<file path="config.mk">
export PLATFORM = sky130hd
export DESIGN_NAME = exe_md_seq
export DESIGN_NICKNAME = d
export VERILOG_FILES = /design/src/rtl/md_pkg.sv /design/src/rtl/md_core.sv /design/src/rtl/exe_md_seq.sv
export SDC_FILE = /design/constraint.sdc
export NUM_CORES = 1
export LEC_CHECK = 0
export ABC_CLOCK_PERIOD_IN_PS = 5000
export BUFFER_PORTS_ARGS = -buffer_cell sky130_fd_sc_hd__buf_2
export CAP_MARGIN = 0
export CORE_ASPECT_RATIO = 0.7
export CORE_MARGIN = 2
export CORE_UTILIZATION = 32
export CTS_BUF_LIST = sky130_fd_sc_hd__clkbuf_16
export DETAILED_ROUTE_END_ITERATION = 12
export SKIP_LAST_GASP = 1
export SLEW_MARGIN = 10
export SYNTH_ARGS = -nofsm -noshare
export SYNTH_HDL_FRONTEND = slang
export SYNTH_HIERARCHICAL = 1
export SYNTH_SLANG_ARGS = --single-unit
export TNS_END_PERCENT = 20
</file>
<file path="constraint.sdc">
create_clock -name CLK -period 5 [get_ports CLK]
set_input_delay 0.25 -clock CLK [delete_from_list [all_inputs] [get_ports CLK]]
set_output_delay 0.25 -clock CLK [all_outputs]
set_load 0.02 [all_outputs]
</file>
<file path="src/rtl/md_pkg.sv">
// Shared types and constants for the RV32M iterative multiply/divide sequencer.
// The divider is only built when MD_DIV_EN is defined.
package md_pkg;

  typedef enum logic [1:0] {
    IDLE = 2'd0,
    CALC = 2'd1,
    DONE = 2'd2
  } md_state_t;

  localparam logic [2:0] MD_MUL    = 3'b000;
  localparam logic [2:0] MD_MULH   = 3'b001;
  localparam logic [2:0] MD_MULHSU = 3'b010;
  localparam logic [2:0] MD_MULHU  = 3'b011;
  localparam logic [2:0] MD_DIV    = 3'b100;
  localparam logic [2:0] MD_DIVU   = 3'b101;
  localparam logic [2:0] MD_REM    = 3'b110;
  localparam logic [2:0] MD_REMU   = 3'b111;

  localparam int         MD_ITER     = 32;
  localparam logic [4:0] MD_CNT_LOAD = 5'(MD_ITER - 1);
  localparam logic [31:0] MD_DIV0_Q  = 32'hFFFFFFFF;
  localparam logic [31:0] MD_OVF_Q   = 32'h80000000;

  function automatic logic [31:0] md_abs(input logic [31:0] v, input logic neg);
    return neg ? (~v + 32'd1) : v;
  endfunction

endpackage

</file>
<file path="src/rtl/md_core.sv">
// Iterative datapath: 64-bit shift-add multiplier sharing its register with a restoring
// divider ({remainder, quotient}); the divider exists only when MD_DIV_EN is defined.
module md_core (
  input  logic        CLK,
  input  logic        RST_N,
  input  logic        i_load,
  input  logic        i_step,
`ifdef MD_DIV_EN
  input  logic        i_div,
`endif
  input  logic [31:0] i_a,
  input  logic [31:0] i_b,
  output logic [63:0] o_acc_nxt
);

  logic [63:0] r_acc;
  logic [31:0] r_b;
  logic [32:0] w_sum;
  logic [63:0] w_mul_nxt;
`ifdef MD_DIV_EN
  logic [32:0] w_tmp;
  logic [32:0] w_diff;
  logic [63:0] w_div_nxt;
`endif

  // Multiplier sits in the low half and is consumed LSB first while the sum shifts in on top.
  assign w_sum     = {1'b0, r_acc[63:32]} + (r_acc[0] ? {1'b0, r_b} : 33'd0);
  assign w_mul_nxt = {w_sum, r_acc[31:1]};

`ifdef MD_DIV_EN
  // Partial remainder is always below the divisor, so bit 32 of the difference is a clean borrow.
  assign w_tmp     = {r_acc[63:32], r_acc[31]};
  assign w_diff    = w_tmp - {1'b0, r_b};
  assign w_div_nxt = w_diff[32] ? {w_tmp[31:0], r_acc[30:0], 1'b0}
                                : {w_diff[31:0], r_acc[30:0], 1'b1};
  assign o_acc_nxt = i_div ? w_div_nxt : w_mul_nxt;
`else
  assign o_acc_nxt = w_mul_nxt;
`endif

  always_ff @(posedge CLK or negedge RST_N) begin
    if (!RST_N) begin
      r_acc <= '0;
      r_b   <= '0;
    end else if (i_load) begin
      r_acc <= {32'd0, i_a};
      r_b   <= i_b;
    end else if (i_step) begin
      r_acc <= o_acc_nxt;
    end
  end

endmodule

</file>
<file path="src/rtl/exe_md_seq.sv">
// EXE-stage RV32M sequencer: FSM, iteration counter, special cases, sign correction, outputs.
// Define MD_DIV_EN to build the divider; otherwise div/rem ops complete in one cycle with 0.
module exe_md_seq
  import md_pkg::*;
(
  input  logic        CLK,
  input  logic        RST_N,
  input  logic        START_IN,
  input  logic [2:0]  FUNCT3_IN,
  input  logic [31:0] DATO_A_IN,
  input  logic [31:0] DATO_B_IN,
  input  logic        FLUSH_IN,
  output logic        STALL_OUT,
  output logic        VALID_OUT,
  output logic [31:0] RESULT_OUT
);

  md_state_t   r_state, w_state_nxt;
  logic [4:0]  r_cnt;
  logic        r_lo_sel;
  logic        r_neg;
  logic        r_valid;
  logic [31:0] r_result;
`ifdef MD_DIV_EN
  logic        r_div;
  logic        r_rem;
  logic        r_neg_r;
`endif

  logic        w_start, w_a_sgn, w_b_sgn, w_special;
  logic        w_load, w_step, w_finish, w_stall;
  logic [31:0] w_spec_res, w_final_res, w_mag_a, w_mag_b;
  logic [63:0] w_acc_nxt, w_prod;

  assign w_start = START_IN & ~FLUSH_IN;

  always_comb begin
    w_a_sgn = 1'b0;
    w_b_sgn = 1'b0;
    case (FUNCT3_IN)
      MD_MUL, MD_MULH, MD_DIV, MD_REM: begin
        w_a_sgn = DATO_A_IN[31];
        w_b_sgn = DATO_B_IN[31];
      end
      MD_MULHSU: w_a_sgn = DATO_A_IN[31];
      default: ;
    endcase
  end

  assign w_mag_a = md_abs(DATO_A_IN, w_a_sgn);
  assign w_mag_b = md_abs(DATO_B_IN, w_b_sgn);

  always_comb begin
    w_special  = 1'b0;
    w_spec_res = '0;
`ifdef MD_DIV_EN
    if (FUNCT3_IN[2]) begin
      if (DATO_B_IN == '0) begin
        w_special  = 1'b1;
        w_spec_res = FUNCT3_IN[1] ? DATO_A_IN : MD_DIV0_Q;
      end else if (!FUNCT3_IN[0] && DATO_A_IN == MD_OVF_Q && DATO_B_IN == 32'hFFFFFFFF) begin
        w_special  = 1'b1;
        w_spec_res = FUNCT3_IN[1] ? 32'd0 : MD_OVF_Q;
      end
    end
`else
    w_special = FUNCT3_IN[2];
`endif
  end

  always_ff @(posedge CLK or negedge RST_N) begin
    if (!RST_N) r_state <= IDLE;
    else        r_state <= w_state_nxt;
  end

  always_comb begin
    w_state_nxt = r_state;
    w_load      = 1'b0;
    w_step      = 1'b0;
    w_finish    = 1'b0;
    w_stall     = 1'b0;
    case (r_state)
      IDLE: begin
        if (w_start) begin
          w_stall     = 1'b1;
          w_load      = ~w_special;
          w_state_nxt = w_special ? DONE : CALC;
        end
      end
      CALC: begin
        w_stall = 1'b1;
        if (!FLUSH_IN) begin
          w_step = 1'b1;
          if (r_cnt == 5'd0) begin
            w_finish    = 1'b1;
            w_state_nxt = DONE;
          end
        end
      end
      default: w_state_nxt = IDLE;
    endcase
    if (FLUSH_IN) w_state_nxt = IDLE;
  end

  md_core u_core (
    .CLK       (CLK),
    .RST_N     (RST_N),
    .i_load    (w_load),
    .i_step    (w_step),
`ifdef MD_DIV_EN
    .i_div     (r_div),
`endif
    .i_a       (w_mag_a),
    .i_b       (w_mag_b),
    .o_acc_nxt (w_acc_nxt)
  );

  // Final value is taken from the step in flight so the result is registered on entry to DONE.
  always_comb begin
    w_prod      = r_neg ? (~w_acc_nxt + 64'd1) : w_acc_nxt;
    w_final_res = r_lo_sel ? w_prod[31:0] : w_prod[63:32];
`ifdef MD_DIV_EN
    if (r_div) begin
      w_final_res = r_rem ? md_abs(w_acc_nxt[63:32], r_neg_r) : md_abs(w_acc_nxt[31:0], r_neg);
    end
`endif
  end

  always_ff @(posedge CLK or negedge RST_N) begin
    if (!RST_N) begin
      r_cnt    <= '0;
      r_lo_sel <= 1'b0;
      r_neg    <= 1'b0;
      r_valid  <= 1'b0;
      r_result <= '0;
`ifdef MD_DIV_EN
      r_div    <= 1'b0;
      r_rem    <= 1'b0;
      r_neg_r  <= 1'b0;
`endif
    end else begin
      r_valid <= 1'b0;
      if (r_state == IDLE && w_start) begin
        r_cnt    <= MD_CNT_LOAD;
        r_lo_sel <= (FUNCT3_IN[1:0] == 2'b00);
        r_neg    <= w_a_sgn ^ w_b_sgn;
`ifdef MD_DIV_EN
        r_div    <= FUNCT3_IN[2];
        r_rem    <= FUNCT3_IN[1];
        r_neg_r  <= w_a_sgn;
`endif
        if (w_special) begin
          r_result <= w_spec_res;
          r_valid  <= 1'b1;
        end
      end
      if (w_step && r_cnt != 5'd0) r_cnt <= r_cnt - 5'd1;
      if (w_finish) begin
        r_result <= w_final_res;
        r_valid  <= 1'b1;
      end
    end
  end

  assign STALL_OUT  = w_stall & RST_N;
  assign VALID_OUT  = r_valid;
  assign RESULT_OUT = r_result;

endmodule

</file>
After elaboration in Yosys (flattened, before gate mapping)

Index checks and enable logic that the tools add are counted.

Flip-flop bits (word level): 138
Input bits: 71
Output and inout port bits: 34

Add/subtract/negate cells: 5
Equal/unequal tests: 7
Mux-type cells: 31
Bitwise gates (word level): 8
Reduce and logical (&&, ||, !) cells: 15

Operator list:

| cell                    | number |
|---|---|
| $mux W32                | 7 |
| $mux W64                | 3 |
| $add A32 B1 Y32 const B | 2 |
| $add A64 B1 Y64 const B | 1 |
| $not A32 Y32            | 2 |
| $not A64 Y64            | 1 |
| $add A32 B33 Y33        | 1 |
| $mux W1                 | 13 |
| $mux W5                 | 2 |
| $mux W2                 | 4 |
| $reduce_bool A2 Y1      | 4 |
| $eq A3 B3 Y1 const B    | 2 |
| $ne A3 B3 Y1 const B    | 2 |
| $logic_not A5 Y1        | 1 |
| $reduce_bool A5 Y1      | 1 |
| $reduce_or A5 Y1        | 1 |
| $sub A5 B1 Y5 const B   | 1 |
| $logic_not A2 Y1        | 2 |
| $pmux W2 S2             | 1 |
| $reduce_and A2 Y1       | 2 |
| $reduce_or A4 Y1        | 1 |
| $eq A3 B1 Y1 const B    | 1 |
| $eq A3 B2 Y1 const B    | 1 |
| $logic_not A3 Y1        | 1 |
| other kinds (6)         | 9 |

Longest topological paths before layout

Depth in word-level cells: 7
Depth in mapped cells: 17
Depth with buffers taken out: 17

Cells and area by module

The synthesis kept the hierarchy.

By module, submodules not included:

| module     | times used | cells an instance | area each (µm²) | seq. area each (µm²) |
|---|---|---|---|---|
| md_core    | 1          | 654               | 6246.0          | 2402.3 |
| exe_md_seq | 1          | 652               | 4874.7          | 1051.0 |

Worst setup path after synthesis

OpenSTA, ideal clock, no wires.

Path kind: register to register
Start: register u_core.r_acc[0]
End: register r_result[25], in the netlist RESULT_OUT[25]
Arrival: 3.913 ns
Data required time: 4.934 ns
Path slack: 1.021 ns
Cell stages (with the launch flop): 17
Buffers on the path: 2
Period minus slack after synthesis: 3.979 ns
Path through: dfrtp_1 clkbuf_1 and2_1 ha_1 a21o_1 a21o_1 a211oi_2 o31ai_4 a21oi_1 xnor2_1 clkbuf_1 nor4_1 nand2b_1 or4_1 o311a_1 a211oi_1 a221o_1

Cells in the longest elaborated chain, start to end: 7

RTL lines:

| element                 | RTL line          | source |
|---|---|---|
| start, declared         | md_core.sv:16     | `logic [63:0] r_acc;` |
| start signal, assigned  | md_core.sv:46     | `r_acc <= {32'd0, i_a};` |
| start signal, assigned  | md_core.sv:49     | `r_acc <= o_acc_nxt;` |
| $mux W32                | md_core.sv:27     | `assign w_sum = {1'b0, r_acc[63:32]} + (r_acc[0] ? {1'b0, r_b} : 33'd0);` |
| $add A32 B33 Y33        | md_core.sv:27     |  |
| named net w_acc_nxt[50] | exe_md_seq.sv:33  | `logic [63:0] w_acc_nxt, w_prod;` |
| $not A64 Y64            | exe_md_seq.sv:120 | `w_prod = r_neg ? (~w_acc_nxt + 64'd1) : w_acc_nxt;` |
| $add A64 B1 Y64         | exe_md_seq.sv:120 |  |
| $mux W64                | exe_md_seq.sv:120 |  |
| $mux W32                | exe_md_seq.sv:121 | `w_final_res = r_lo_sel ? w_prod[31:0] : w_prod[63:32];` |
| $mux W32                | exe_md_seq.sv:158 | `if (w_finish) begin` |
| end signal, assigned    | exe_md_seq.sv:153 | `r_result <= w_spec_res;` |
| end signal, assigned    | exe_md_seq.sv:159 | `r_result <= w_final_res;` |
| end, declared           | exe_md_seq.sv:23  | `logic [31:0] r_result;` |

The timed path passes the listed nets, and every way through them passes these cells.
A chain may end at the register's enable or synchronous reset.

Final worst setup path

Start: register u_core.r_acc[0]
End: register r_result[31], in the netlist RESULT_OUT[31]

Same word-level chain as after synthesis.

==> impl_summary.txt <==
----------------------------------------------------
[Setup path]
  CP max FO ... 31
  Sort of element at the end of the critical path ... flop
  Launching element type of the critical path ... flop
  Critical path class ... reg -> reg
  Endpoint required time on the critical path ... 5.29 ns
  Worst EP arrival ... 4.89 ns

[Synth]
  Synthesized area ... 0.0111 mm²
  Number of synthesized register bits ... 138
  Yosys warning total ... 6
  Yosys top cell by area ... sky130_fd_sc_hd__dfrtp_1
  EDFF count, synth ... 0
  Area contributors post-synth ... sky130_fd_sc_hd__dfrtp_1 (31%), sky130_fd_sc_hd__xnor2_1 (5.4%), sky130_fd_sc_hd__mux2i_1 (4.9%)
  Area fraction of the dominant cell type after synthesis ... 31.1%
  Post-Synthesis Mean Instance Area ... 8.52 µm²
  Synth Net Count ... 1415
  Number of distinct library cell variants in the gate-level netlist after synthesis ... 76
  Instance count of the mapped netlist ... 1306
  Ys async rst share ... 100%
  Ys flop type ... sky130_fd_sc_hd__dfrtp_1
  Sequential-to-total area share from yosys stat ... 31.1%

[STA]
  Aggregate negative setup slack ... 0 ns
  Remaining max-slew budget at the tightest pin ... 23.2%
  Maximum achievable frequency ... 217 MHz
  Transition time at the pin with the least slew margin ... 1.15 ns
  Post-route clock skew ... 0.0117 ns
  Part of the cycle the worst path needs ... 92.0%
  Final hold violations ... 0
  Count of final setup violators ... 0
  Minimum clock period ... 4.60 ns
  Worst Slack Setup Final ... 0.399 ns
  RSZ-0062 raised after global routing ... false
  Final count of pins violating max slew ... 0
  Hold_ws ... 0.0263 ns

[Routing]
  Vias after detailed routing ... 10100
  Final routed DRC violation total ... 0
  Met3 layer wire length in the routed design ... 2.24 mm
  Routed vias/inst ... 5.49
  Number of DRC violations after detailed-routing iteration 0 ... 960
  Per-cell routed wire length ... 18.4 µm
  First-pass iteration count of the detailed router ... 7
  Antenna Violating Nets Remaining ... 0
  Routed met1 length ... 16.9 mm
  Post-detailed-routing wire length ... 33.9 mm
  Highest routed metal layer ... met5
  Total length of routed met2 wires ... 14.2 mm

[Die]
  Row Count ... 57
  Die area ... 0.0363 mm²
  Die width ... 227 µm
  Overall die height ... 160 µm
  Total I/O pin count ... 105
  Core Region ... 0.0344 mm²
  Effective utilization at floorplan ... 32.3%

[Pwr]
  Leak ... 5.36 nW
  Internal cell power ... 3.24 mW
  Psw ... 2.47 mW
  Reg power frac ... 29.0%
  Fraction of power consumed by the clock network ... 24.6%
  Fraction of power spent switching nets ... 43.2%
  Overall power ... 5.71 mW
  Total power per unit cell area ... 453 mW/mm²
  Worst vdd rail ir drop ... 0.296 mV
  Part of the power in combinational logic ... 46.4%

[Layout]
  Storage element area ... 0.00345 mm²
  Count of antenna diodes in the layout ... 0
  Post-layout utilization of the core ... 36.6%
  Layout Area Growth over Synthesis ... 13.4%
  Fraction of layout instances using a drive strength above 1 ... 16.6%
  Total Nets Final ... 1464
  Number of filler cells placed in the layout ... 3534
  Multi-input combinational cell area ... 0.00708 mm²

[Global routing]
  GRT Total Usage ... 18.9%
  Largest net degree at the start of global routing ... 81
  Grt total ovfl ... 0
  Vias in the first global route ... 9627
  Initial antenna violation count ... 0
  Wire length of the first global-routing pass ... 53.9 mm

[Clock tree]
  Setup fix buffers added after clock tree synthesis ... 0
  CTS clock-pin slew for the worst setup and hold paths ... 0.06 ns
  CTS tree ... yes
  Number of gates resized after CTS ... 0
  Number of buffers created by CTS ... 17
  Cell at the root of the clock tree ... sky130_fd_sc_hd__clkbuf_16
  Clock tree buffer depth ... 2
  Clock latency on the worst-skew pair ... 0.44 ns
  # H-tree levels ... 4
  Number of clock sinks ... 138

[Hold path]
  Hold WC Path Type ... in -> reg

[Place]
  # port buffers ... 104
  Setup slack after placement ... 0.510 ns
  Detailed placer's ending HPWL ... 25.5 mm
  Routability cong. ... 0.891

[Run]
  Reported max-cap violation count ... 0

[Run status]
  Outcome ... completed

----------------------------------------------------
[power by group through the flow]
stage	logic (mW)	clock network, mW	registers, mW
after floorplan	2.03	0	1.52
after global placement	2.58	0	1.67
after detailed placement	2.60	0	1.68
after CTS	2.61	1.43	1.66
after global routing	2.92	1.48	1.70
final	2.65	1.41	1.66
[cell families (layout without fill, tap and decap cells)]
logic type | count (synthesis) | in the layout | share of synthesized area (%)
simple gates | 448 | 448 | 20.6
compound gates | 339 | 339 | 20.3
flops | 138 | 138 | 31.1
buf+inv | 128 | 190 | 5.40
xor+xnor | 126 | 126 | 9.92
mux | 89 | 89 | 8.40
fa+ha+maj | 38 | 38 | 4.34
[flip-flops by register name, indices dropped and copies added (netlist names)]
name and flops:
u_core/r_b 32, RESULT_OUT 32, r_cnt 5, r_lo_sel 1, r_state 2, r_neg 1
VALID_OUT 1, u_core/r_acc 64
[routing by layer]
layer / up-vias / GRT usage, %
met3: 34 / 4.27
met5: - / 2.15
met4: 2 / 4.61
met2: 297 / 26.8
li1: 4853 / -
met1: 4923 / 28.4
[final timing paths]
path / startpoint / endpoint / slack, ns / depth (start not counted)
worst min register to register: RESULT_OUT[5]$_DFFE_PN0P_ / RESULT_OUT[5]$_DFFE_PN0P_ / 0.49 / 2
min in group asynchronous: RST_N / u_core/r_acc[62]$_DFFE_PN0P_ / 0.43 / 2
worst max-delay path: u_core/r_acc[0]$_DFFE_PN0P_ / RESULT_OUT[31]$_DFFE_PN0P_ / 0.40 / 16
max in group asynchronous: RST_N / u_core/r_acc[1]$_DFFE_PN0P_ / 3.28 / 3
worst max register to register: u_core/r_acc[0]$_DFFE_PN0P_ / RESULT_OUT[31]$_DFFE_PN0P_ / 0.40 / 16
worst min-delay path: FUNCT3_IN[0] / r_lo_sel$_DFFE_PN0P_ / 0.03 / 2
[cell type report]
type                    count  area share, %
clock buffers              17           3.37
clock inverters            15           1.71
inverters                  29          0.864
multi-input cells        1040           56.2
flip-flops and latches    138           27.4
well taps                 472           4.68
repair buffers            129           5.79
[cell usage after synthesis (10+ instances only)]
cell type and count:
sky130_fd_sc_hd__dfrtp_1 138, sky130_fd_sc_hd__nand2_1 117, sky130_fd_sc_hd__o21ai_0 102, sky130_fd_sc_hd__nor2_1 92, sky130_fd_sc_hd__a21oi_1 71, sky130_fd_sc_hd__xnor2_1 69
sky130_fd_sc_hd__xor2_1 57, sky130_fd_sc_hd__clkbuf_1 56, sky130_fd_sc_hd__mux2i_1 54, sky130_fd_sc_hd__or3_1 40, sky130_fd_sc_hd__nor3_1 39, sky130_fd_sc_hd__and2_1 37
sky130_fd_sc_hd__ha_1 37, sky130_fd_sc_hd__mux2_2 35, sky130_fd_sc_hd__buf_4 31, sky130_fd_sc_hd__o31ai_1 30, sky130_fd_sc_hd__inv_1 29, sky130_fd_sc_hd__nor4_1 24
sky130_fd_sc_hd__nand3_1 20, sky130_fd_sc_hd__or4_1 17, sky130_fd_sc_hd__a21o_1 14, sky130_fd_sc_hd__a22oi_1 13, sky130_fd_sc_hd__o211ai_1 12, sky130_fd_sc_hd__nand2b_1 11
sky130_fd_sc_hd__o41ai_1 11, sky130_fd_sc_hd__or2_2 10
[per-stage QoR]
stage               cell area [µm²]  std cells
CTS                           12600       1840
detailed placement            12000       1807
floorplan                     11100       1306
global placement              12000       1807
finish                        12600       1840
global route                  12600       1840
[cell usage in the layout (no fill, tap or decap), types with 17 or more instances in the layout]
cell,netlist,final
sky130_fd_sc_hd__a21oi_1,71,70
sky130_fd_sc_hd__and2_1,37,37
sky130_fd_sc_hd__buf_2,3,103
sky130_fd_sc_hd__buf_4,31,23
sky130_fd_sc_hd__clkbuf_16,0,17
sky130_fd_sc_hd__dfrtp_1,138,138
sky130_fd_sc_hd__ha_1,37,37
sky130_fd_sc_hd__inv_1,29,28
sky130_fd_sc_hd__mux2_2,35,35
sky130_fd_sc_hd__mux2i_1,54,54
sky130_fd_sc_hd__nand2_1,117,117
sky130_fd_sc_hd__nand3_1,20,20
sky130_fd_sc_hd__nor2_1,92,91
sky130_fd_sc_hd__nor3_1,39,38
sky130_fd_sc_hd__nor4_1,24,24
sky130_fd_sc_hd__o21ai_0,102,102
sky130_fd_sc_hd__o31ai_1,30,30
sky130_fd_sc_hd__or3_1,40,40
sky130_fd_sc_hd__or4_1,17,17
sky130_fd_sc_hd__xnor2_1,69,69
sky130_fd_sc_hd__xor2_1,57,57
[what timing repair did]
action,in CTS,in global routing
endpoints found under the setup margin,0,0
hold buffers,1,0
endpoints found under the hold margin,78,0
[critical path: stages (launching register included)]
cell and delay (ns):
sky130_fd_sc_hd__dfrtp_1 0.38, sky130_fd_sc_hd__buf_4 0.22, sky130_fd_sc_hd__and2_1 0.17, sky130_fd_sc_hd__ha_1 0.39, sky130_fd_sc_hd__a21oi_2 0.25, sky130_fd_sc_hd__o21ai_1 0.14
sky130_fd_sc_hd__a41o_1 0.30, sky130_fd_sc_hd__a21o_1 0.18, sky130_fd_sc_hd__o21bai_1 0.38, sky130_fd_sc_hd__nand2_1 0.13, sky130_fd_sc_hd__xor2_1 0.20, sky130_fd_sc_hd__or2_2 0.35
sky130_fd_sc_hd__or3_1 0.38, sky130_fd_sc_hd__or4_1 0.41, sky130_fd_sc_hd__nor3_1 0.30, sky130_fd_sc_hd__or3_1 0.16, sky130_fd_sc_hd__o2111ai_1 0.11
Power figures use the tool's default switching activity.
